--- config.mk ---
export PLATFORM = sky130hd
export DESIGN_NAME = ap_frame_scheduler_flat
export DESIGN_NICKNAME = d
export VERILOG_FILES = /design/src/rtl/ap_sched_pkg.sv /design/src/rtl/ap_frame_scheduler_if.sv /design/src/rtl/ap_frame_scheduler_hop_counter.sv /design/src/rtl/ap_frame_scheduler.sv /design/src/flat_wrapper.sv
export SDC_FILE = /design/constraint.sdc
export NUM_CORES = 1
export LEC_CHECK = 0
export ABC_AREA = 1
export CAP_MARGIN = 40
export CORE_MARGIN = 2
export CORE_UTILIZATION = 55
export DETAILED_ROUTE_END_ITERATION = 8
export GPL_TIMING_DRIVEN = 0
export PLACE_DENSITY = 0.79
export SYNTH_ARGS = -nofsm -noshare
export SYNTH_HDL_FRONTEND = slang
export SYNTH_SLANG_ARGS = --single-unit
--- constraint.sdc ---
create_clock -name clk -period 2.35 [get_ports clk]
set_input_delay 0.235 -clock clk [delete_from_list [all_inputs] [get_ports clk]]
set_output_delay 0.235 -clock clk [all_outputs]
set_load 0.01 [all_outputs]
--- src/rtl/ap_sched_pkg.sv ---
// Shared types and defaults for the MFCC frame scheduler.
// Holds the FSM state encoding, the default parameter values and
// the width helpers used to size the slot and timeout counters.
package ap_sched_pkg;

  typedef enum logic [2:0] {
    IDLE     = 3'd0,
    PRIME    = 3'd1,
    WAIT_HOP = 3'd2,
    PROC     = 3'd3,
    DONE     = 3'd4
  } ap_state_e;

  localparam int DEF_FRAME_LEN     = 256;
  localparam int DEF_HOP_LEN       = 128;
  localparam int DEF_N_FEAT_FRAMES = 13;
  localparam int DEF_PROC_TIMEOUT  = 2048;
  localparam int OVR_CNT_W         = 8;

  // Slot counter width: enough bits to index N feature slots.
  function automatic int slot_w(input int n);
    return (n > 1) ? $clog2(n) : 1;
  endfunction

  // Timeout counter width: must be able to hold the limit value itself.
  function automatic int tmo_w(input int t);
    return $clog2(t + 1);
  endfunction

endpackage

--- src/rtl/ap_frame_scheduler_if.sv ---
// Control bus between the scheduler and its environment.
// master = pipeline/classifier side driving the inputs, slave = scheduler.
interface ap_frame_scheduler_if;

  logic       enable;
  logic       sample_valid;
  logic       proc_done;
  logic       vec_ready;
  logic       proc_start;
  logic [3:0] slot_idx;
  logic       vec_valid;
  logic       busy;
  logic       overrun;
  logic       timeout_err;
  logic [7:0] overrun_cnt;

  modport master (
    output enable, sample_valid, proc_done, vec_ready,
    input  proc_start, slot_idx, vec_valid, busy, overrun, timeout_err, overrun_cnt
  );

  modport slave (
    input  enable, sample_valid, proc_done, vec_ready,
    output proc_start, slot_idx, vec_valid, busy, overrun, timeout_err, overrun_cnt
  );

endinterface

--- src/rtl/ap_frame_scheduler_hop_counter.sv ---
// Sample counter that produces a registered one-cycle hop_tick each time
// HOP_LEN samples have been seen. i_clear restarts the count.
module ap_hop_counter #(
  parameter int HOP_LEN = 128
) (
  input  logic clk,
  input  logic rst,
  input  logic i_clear,
  input  logic i_sample_valid,
  output logic o_hop_tick
);

  localparam int CNT_W = (HOP_LEN > 1) ? $clog2(HOP_LEN) : 1;
  localparam logic [CNT_W-1:0] CNT_LAST = CNT_W'(HOP_LEN - 1);

  logic [CNT_W-1:0] r_cnt;
  logic             r_hop_tick;

  // Count samples; wrap and raise hop_tick for exactly one cycle.
  always_ff @(posedge clk) begin
    if (!rst || i_clear) begin
      r_cnt      <= '0;
      r_hop_tick <= 1'b0;
    end else begin
      r_hop_tick <= 1'b0;
      if (i_sample_valid) begin
        if (r_cnt == CNT_LAST) begin
          r_cnt      <= '0;
          r_hop_tick <= 1'b1;
        end else begin
          r_cnt <= r_cnt + CNT_W'(1);
        end
      end
    end
  end

  assign o_hop_tick = r_hop_tick;

endmodule

--- src/rtl/ap_frame_scheduler.sv ---
// MFCC front-end frame scheduler: paces the pipeline from hop ticks,
// tracks feature slots, hands the full vector to the classifier and
// flags dropped hops and stuck processing.
// Optional feature: define AP_SCHED_OVR_CNT_EN for a saturating
// dropped-hop counter on overrun_cnt; otherwise it reads 0.
module ap_frame_scheduler
  import ap_sched_pkg::*;
#(
  parameter int FRAME_LEN     = DEF_FRAME_LEN,
  parameter int HOP_LEN       = DEF_HOP_LEN,
  parameter int N_FEAT_FRAMES = DEF_N_FEAT_FRAMES,
  parameter int PROC_TIMEOUT  = DEF_PROC_TIMEOUT
) (
  input logic                 clk,
  input logic                 rst,
  ap_frame_scheduler_if.slave bus
);

  localparam int PRIME_HOPS = FRAME_LEN / HOP_LEN;
  localparam int PRIME_W    = $clog2(PRIME_HOPS + 1);
  localparam int SLOT_W     = slot_w(N_FEAT_FRAMES);
  localparam int TMO_W      = tmo_w(PROC_TIMEOUT);

  localparam logic [PRIME_W-1:0] PRIME_LAST = PRIME_W'(PRIME_HOPS - 1);
  localparam logic [SLOT_W-1:0]  SLOT_LAST  = SLOT_W'(N_FEAT_FRAMES - 1);
  localparam logic [TMO_W-1:0]   TMO_LIMIT  = TMO_W'(PROC_TIMEOUT);

  localparam logic [2:0] S_IDLE     = IDLE;
  localparam logic [2:0] S_PRIME    = PRIME;
  localparam logic [2:0] S_WAIT_HOP = WAIT_HOP;
  localparam logic [2:0] S_PROC     = PROC;
  localparam logic [2:0] S_DONE     = DONE;

  logic [2:0]         r_state, w_state_next;
  logic [SLOT_W-1:0]  r_slot, w_slot_next;
  logic [PRIME_W-1:0] r_prime, w_prime_next;
  logic [TMO_W-1:0]   r_tmo, w_tmo_next, w_tmo_inc;
  logic               r_overrun, r_timeout_err;
  logic               w_hop_tick, w_hop_clear;
  logic               w_proc_start, w_drop, w_tmo_fire;

  assign w_hop_clear = !bus.enable;
  assign w_tmo_inc   = r_tmo + TMO_W'(1);

  ap_hop_counter #(
    .HOP_LEN        (HOP_LEN)
  ) u_hop_counter (
    .clk            (clk),
    .rst            (rst),
    .i_clear        (w_hop_clear),
    .i_sample_valid (bus.sample_valid),
    .o_hop_tick     (w_hop_tick)
  );

  // Next-state, slot/prime/timeout counter updates and per-cycle events.
  // Timer is loaded with 1 on proc_start so it equals cycles since the start.
  always_comb begin
    w_state_next = r_state;
    w_slot_next  = r_slot;
    w_prime_next = r_prime;
    w_tmo_next   = r_tmo;
    w_proc_start = 1'b0;
    w_drop       = 1'b0;
    w_tmo_fire   = 1'b0;
    if (!bus.enable) begin
      w_state_next = S_IDLE;
      w_slot_next  = '0;
      w_prime_next = '0;
      w_tmo_next   = '0;
    end else begin
      case (r_state)
        S_IDLE: begin
          w_state_next = S_PRIME;
          w_prime_next = '0;
        end
        S_PRIME: begin
          if (w_hop_tick) begin
            if (r_prime == PRIME_LAST) begin
              w_proc_start = 1'b1;
              w_state_next = S_PROC;
              w_prime_next = '0;
              w_tmo_next   = TMO_W'(1);
            end else begin
              w_prime_next = r_prime + PRIME_W'(1);
            end
          end
        end
        S_WAIT_HOP: begin
          if (w_hop_tick) begin
            w_proc_start = 1'b1;
            w_state_next = S_PROC;
            w_tmo_next   = TMO_W'(1);
          end
        end
        S_PROC: begin
          if (bus.proc_done) begin
            if (r_slot == SLOT_LAST) begin
              // Vector complete; a coincident hop has nowhere to go.
              w_slot_next  = '0;
              w_state_next = S_DONE;
              w_drop       = w_hop_tick;
              w_tmo_next   = '0;
            end else begin
              w_slot_next = r_slot + SLOT_W'(1);
              if (w_hop_tick) begin
                // Pipeline frees up exactly on the hop: start the next frame.
                w_proc_start = 1'b1;
                w_tmo_next   = TMO_W'(1);
              end else begin
                w_state_next = S_WAIT_HOP;
                w_tmo_next   = '0;
              end
            end
          end else begin
            w_drop = w_hop_tick;
            if (w_tmo_inc == TMO_LIMIT) begin
              w_tmo_fire   = 1'b1;
              w_state_next = S_WAIT_HOP;
              w_tmo_next   = '0;
            end else begin
              w_tmo_next = w_tmo_inc;
            end
          end
        end
        S_DONE: begin
          w_drop = w_hop_tick;
          if (bus.vec_ready) begin
            w_state_next = S_WAIT_HOP;
          end
        end
        default: begin
          w_state_next = S_IDLE;
        end
      endcase
    end
  end

  // State, counters and sticky error flags; only rst clears the flags.
  always_ff @(posedge clk) begin
    if (!rst) begin
      r_state       <= S_IDLE;
      r_slot        <= '0;
      r_prime       <= '0;
      r_tmo         <= '0;
      r_overrun     <= 1'b0;
      r_timeout_err <= 1'b0;
    end else begin
      r_state <= w_state_next;
      r_slot  <= w_slot_next;
      r_prime <= w_prime_next;
      r_tmo   <= w_tmo_next;
      if (w_drop) begin
        r_overrun <= 1'b1;
      end
      if (w_tmo_fire) begin
        r_timeout_err <= 1'b1;
      end
    end
  end

`ifdef AP_SCHED_OVR_CNT_EN
  logic [OVR_CNT_W-1:0] r_ovr_cnt;

  // Saturating count of dropped hops.
  always_ff @(posedge clk) begin
    if (!rst) begin
      r_ovr_cnt <= '0;
    end else if (w_drop && (r_ovr_cnt != {OVR_CNT_W{1'b1}})) begin
      r_ovr_cnt <= r_ovr_cnt + OVR_CNT_W'(1);
    end
  end

  assign bus.overrun_cnt = r_ovr_cnt;
`else
  assign bus.overrun_cnt = '0;
`endif

  assign bus.proc_start  = w_proc_start;
  assign bus.slot_idx    = 4'(r_slot);
  assign bus.vec_valid   = (r_state == S_DONE);
  assign bus.busy        = (r_state == S_PROC);
  assign bus.overrun     = r_overrun;
  assign bus.timeout_err = r_timeout_err;

endmodule

--- src/flat_wrapper.sv ---
// flat-port wrapper written by rule: the top's interface ports become plain ports
module ap_frame_scheduler_flat import ap_sched_pkg::*;
#(
  parameter int FRAME_LEN     = DEF_FRAME_LEN,
  parameter int HOP_LEN       = DEF_HOP_LEN,
  parameter int N_FEAT_FRAMES = DEF_N_FEAT_FRAMES,
  parameter int PROC_TIMEOUT  = DEF_PROC_TIMEOUT
)
  (clk, rst, bus_enable, bus_sample_valid, bus_proc_done, bus_vec_ready, bus_proc_start, bus_slot_idx, bus_vec_valid, bus_busy, bus_overrun, bus_timeout_err, bus_overrun_cnt);
  ap_frame_scheduler_if bus_i ();
  input logic clk;
  input logic rst;
  input wire logic [$bits(bus_i.enable)-1:0] bus_enable;
  input wire logic [$bits(bus_i.sample_valid)-1:0] bus_sample_valid;
  input wire logic [$bits(bus_i.proc_done)-1:0] bus_proc_done;
  input wire logic [$bits(bus_i.vec_ready)-1:0] bus_vec_ready;
  output wire logic [$bits(bus_i.proc_start)-1:0] bus_proc_start;
  output wire logic [$bits(bus_i.slot_idx)-1:0] bus_slot_idx;
  output wire logic [$bits(bus_i.vec_valid)-1:0] bus_vec_valid;
  output wire logic [$bits(bus_i.busy)-1:0] bus_busy;
  output wire logic [$bits(bus_i.overrun)-1:0] bus_overrun;
  output wire logic [$bits(bus_i.timeout_err)-1:0] bus_timeout_err;
  output wire logic [$bits(bus_i.overrun_cnt)-1:0] bus_overrun_cnt;
  assign bus_i.enable = bus_enable;
  assign bus_i.sample_valid = bus_sample_valid;
  assign bus_i.proc_done = bus_proc_done;
  assign bus_i.vec_ready = bus_vec_ready;
  assign bus_proc_start = bus_i.proc_start;
  assign bus_slot_idx = bus_i.slot_idx;
  assign bus_vec_valid = bus_i.vec_valid;
  assign bus_busy = bus_i.busy;
  assign bus_overrun = bus_i.overrun;
  assign bus_timeout_err = bus_i.timeout_err;
  assign bus_overrun_cnt = bus_i.overrun_cnt;
  ap_frame_scheduler #(.FRAME_LEN(FRAME_LEN), .HOP_LEN(HOP_LEN), .N_FEAT_FRAMES(N_FEAT_FRAMES), .PROC_TIMEOUT(PROC_TIMEOUT)) u_core (.clk(clk), .rst(rst), .bus(bus_i));
endmodule
==> metrics.txt <==
synth warn 0; initial antenna violation count 0; max-cap viol count 0; RSZ-0062 raised after global routing no; CTS Buf Count 5; Die Width 62.4 um; Int Pwr 0.000813 W; via/cell ratio 4.92; Worst Skew 10.1 ps; final hold vios 0; endpoints failing setup 0; Inserted Diodes 0; register area 626 um2; clock group share of total power 42.0%; Overflow after GRT 0; Final nets 311; GPL Wtd Cong 0.866; post-synthesis sequential area ratio 33.1%; Leak 0.881 nW; DRC 0; hold-critical path depth 2; Worst-Skew Late Latency 340 ps; largest net degree at the start of global routing 11; HPWL Detailed 2770 um; Netlist Area Pre-Place 0.00187 mm2; Die ar. 0.00389 mm2; vias 1708; ys flop type dfxtp_1; CP endpoint kind primary output; Finished Cell Area 0.00219 mm2; distinct cell type count after synthesis 33; share of layout cells above drive strength 1 14.6%; first drt pass iteration count 4; I/O pin cnt 23; Root Buffer clkbuf_4; DP Area 0.00210 mm2; R2R Path Start u_core.r_tmo[1]$_SDFFE_PN0P_; flops & latches, synth 31; clk slew on worst S/H paths 100 ps; fmax 504 MHz; Multi-input gate area 0.00106 mm2; Antenna Nets Post-Route 0; switching part of the total power 23.6%; fraction of registers with async set/reset 0%; Worst setup SP type flip-flop; Starting DRT DRC Count 107; period utilization 84.5%; detailed-route wire length 3660 um; r2r endpoint u_core.r_state[0]$_SDFFE_PN0P_; total clock sinks 31; DP Cell Count 339; Mean Syn Cell Area 6.89 um2; R2R depth 12; EDFF count, synth 0; port bufs 14; Fill cells 335; pwr/cell area 485 mW/mm2; Place WS 295 ps; Core Util, Final 66.3%; post-layout minimum cycle time 1990 ps; post-route insts no fill 347; measured slew at the worst slew-check pin 528 ps; CTS tree yes; row cnt 21; Rel. slew slack 64.8%; GRT Overall Usage 20.0%; Post-Syn Instances 272; global-route wire length before repair 6280 um; crit path kind reg -> out; switching power 0.000252 W; Die H 62.4 um; Hold EP u_core.r_prime[1]$_SDFFE_PN0P_; combinational power share 7.9%; status finished, final reports clean; htree depth 2; sequential power share 50.1%; Worst Min Path Start u_core.r_prime[1]$_SDFFE_PN0P_; final worst setup slack 364 ps; Reg2Reg Setup Slack 440 ps; Peak VDD IR 0.325 mV; initial core utilization 56.6%; postcts setup bufs 0; CTS Buffer Depth 2; Slew Viols, Final 0; hold crit path type reg -> reg; worst-path fanout max 5; worst path required time 2120 ps; wire length per cell 10.6 um; CORE AREA 0.00331 mm2; Critical Path AT 1750 ps; area growth from synthesis to layout 17.1%; setup TNS 0 ps; vias in the first global route 1550
## routing by layer
metal  routed length (um)  track usage (%)  vias to the layer above
met4                   74             10.0                        0
met1                 1750             23.2                      757
met5                    0                0                        -
met2                 1740             35.3                       26
li1                     -                -                      917
met3                  102             3.80                        8
## layout make-up
class	count	share of cell area (%)
Multi-Input combinational cell	198	48.3
Sequential cell	31	28.5
Inverter	39	6.67
Timing Repair Buffer	14	6.50
Buffer	11	3.48
Tap cell	46	2.62
Clock buffer	6	2.34
Clock inverter	2	1.60
## worst max-delay path, cell delays in order, from the launching register on
cell and delay [ps]:
dfxtp_4 370, inv_1 70, ha_1 150, nand3_1 100
nand2_1 80, inv_1 50, nand2_1 80, nor2_2 60
o31a_1 290, dlymetal6s2s_1 170
## synthesized netlist by cell type (all sizes together) (2+ instances only)
| cell type | count | area [um2] |
|---|---|---|
| nand3 | 23 | 125 |
| nor4 | 2 | 12.5 |
| a21oi | 24 | 124 |
| inv | 38 | 143 |
| a31oi | 2 | 12.5 |
| buf | 10 | 72.6 |
| dfxtp | 31 | 621 |
| nor3 | 6 | 30.0 |
| nor2 | 33 | 179 |
| nand2 | 69 | 294 |
| ha | 5 | 62.6 |
| nand4 | 7 | 43.8 |
| o21bai | 3 | 33.8 |
| xor2 | 2 | 17.5 |
| o21ai | 8 | 43.8 |
| and3 | 2 | 12.5 |
## cell families after synthesis
kind of cell,count (synthesis),synth area share [%]
AO/OA/AOI/OAI,40,12.8
XOR/XNOR,3,1.40
adder cells (fa/ha/maj),5,3.34
buffers and inverters,50,11.9
flip-flops,31,33.1
other,1,0.200
AND/OR/NAND/NOR,142,37.2
## sequential cells by signal (all words and copies together) (netlist names)
name                             count
u_core.u_hop_counter.o_hop_tick      1
u_core.r_tmo                        12
u_core.r_state                       3
u_core.bus.timeout_err               1
u_core.bus.slot_idx                  4
u_core.u_hop_counter.r_cnt           7
u_core.bus.overrun                   1
u_core.r_prime                       2
## placed cells by master (no fill, tap or decap), types with 6 or more instances in the layout
master           instances
nand2_1                 61
inv_1                   36
dfxtp_1                 29
nor2_1                  24
a21oi_1                 23
nand3_1                 21
clkdlybuf4s50_1         13
buf_4                    9
conb_1                   8
nor2_4                   7
o21ai_0                  7
nand4_1                  7
nor3_1                   6
## worst max-delay path by stage
stage                                              from                              to  slack [ps]  cells past startpoint
CTS                 u_core.bus.slot_idx[1]$_SDFFE_PN0P_                  bus_proc_start          20                      9
detailed placement                        bus_proc_done                  bus_proc_start         300                      7
floorplan                  u_core.r_tmo[1]$_SDFFE_PN0P_  u_core.r_state[0]$_SDFFE_PN0P_         670                     12
finish              u_core.bus.slot_idx[0]$_SDFFE_PN0P_                  bus_proc_start         360                      9
global placement                          bus_proc_done                  bus_proc_start         270                      7
global route        u_core.bus.slot_idx[0]$_SDFFE_PN0P_                  bus_proc_start         230                      9
## per-stage QoR
step                hold WS [ps]  power, W
global placement             434  0.000629
CTS                          454   0.00107
floorplan                    370  0.000605
finish                       452   0.00106
detailed placement           439  0.000630
global route                 485   0.00110
## power by group through the flow
| stage | clock network [W] | logic (W) | registers [W] |
|---|---|---|---|
| global route | 0.000475 | 0.0000945 | 0.000534 |
| finish | 0.000447 | 0.0000836 | 0.000534 |
| global placement | 0 | 0.0000824 | 0.000547 |
| CTS | 0.000454 | 0.0000833 | 0.000535 |
| detailed placement | 0 | 0.0000829 | 0.000547 |
| floorplan | 0 | 0.0000596 | 0.000546 |
## what timing repair did
item                       CTS  global route
gates resized for setup      2             3
hold buffers                 0             0
gates cloned                 0             0
setup endpoints to repair    1             1
pin swaps                    0             1
Power figures use the tool's default switching activity.
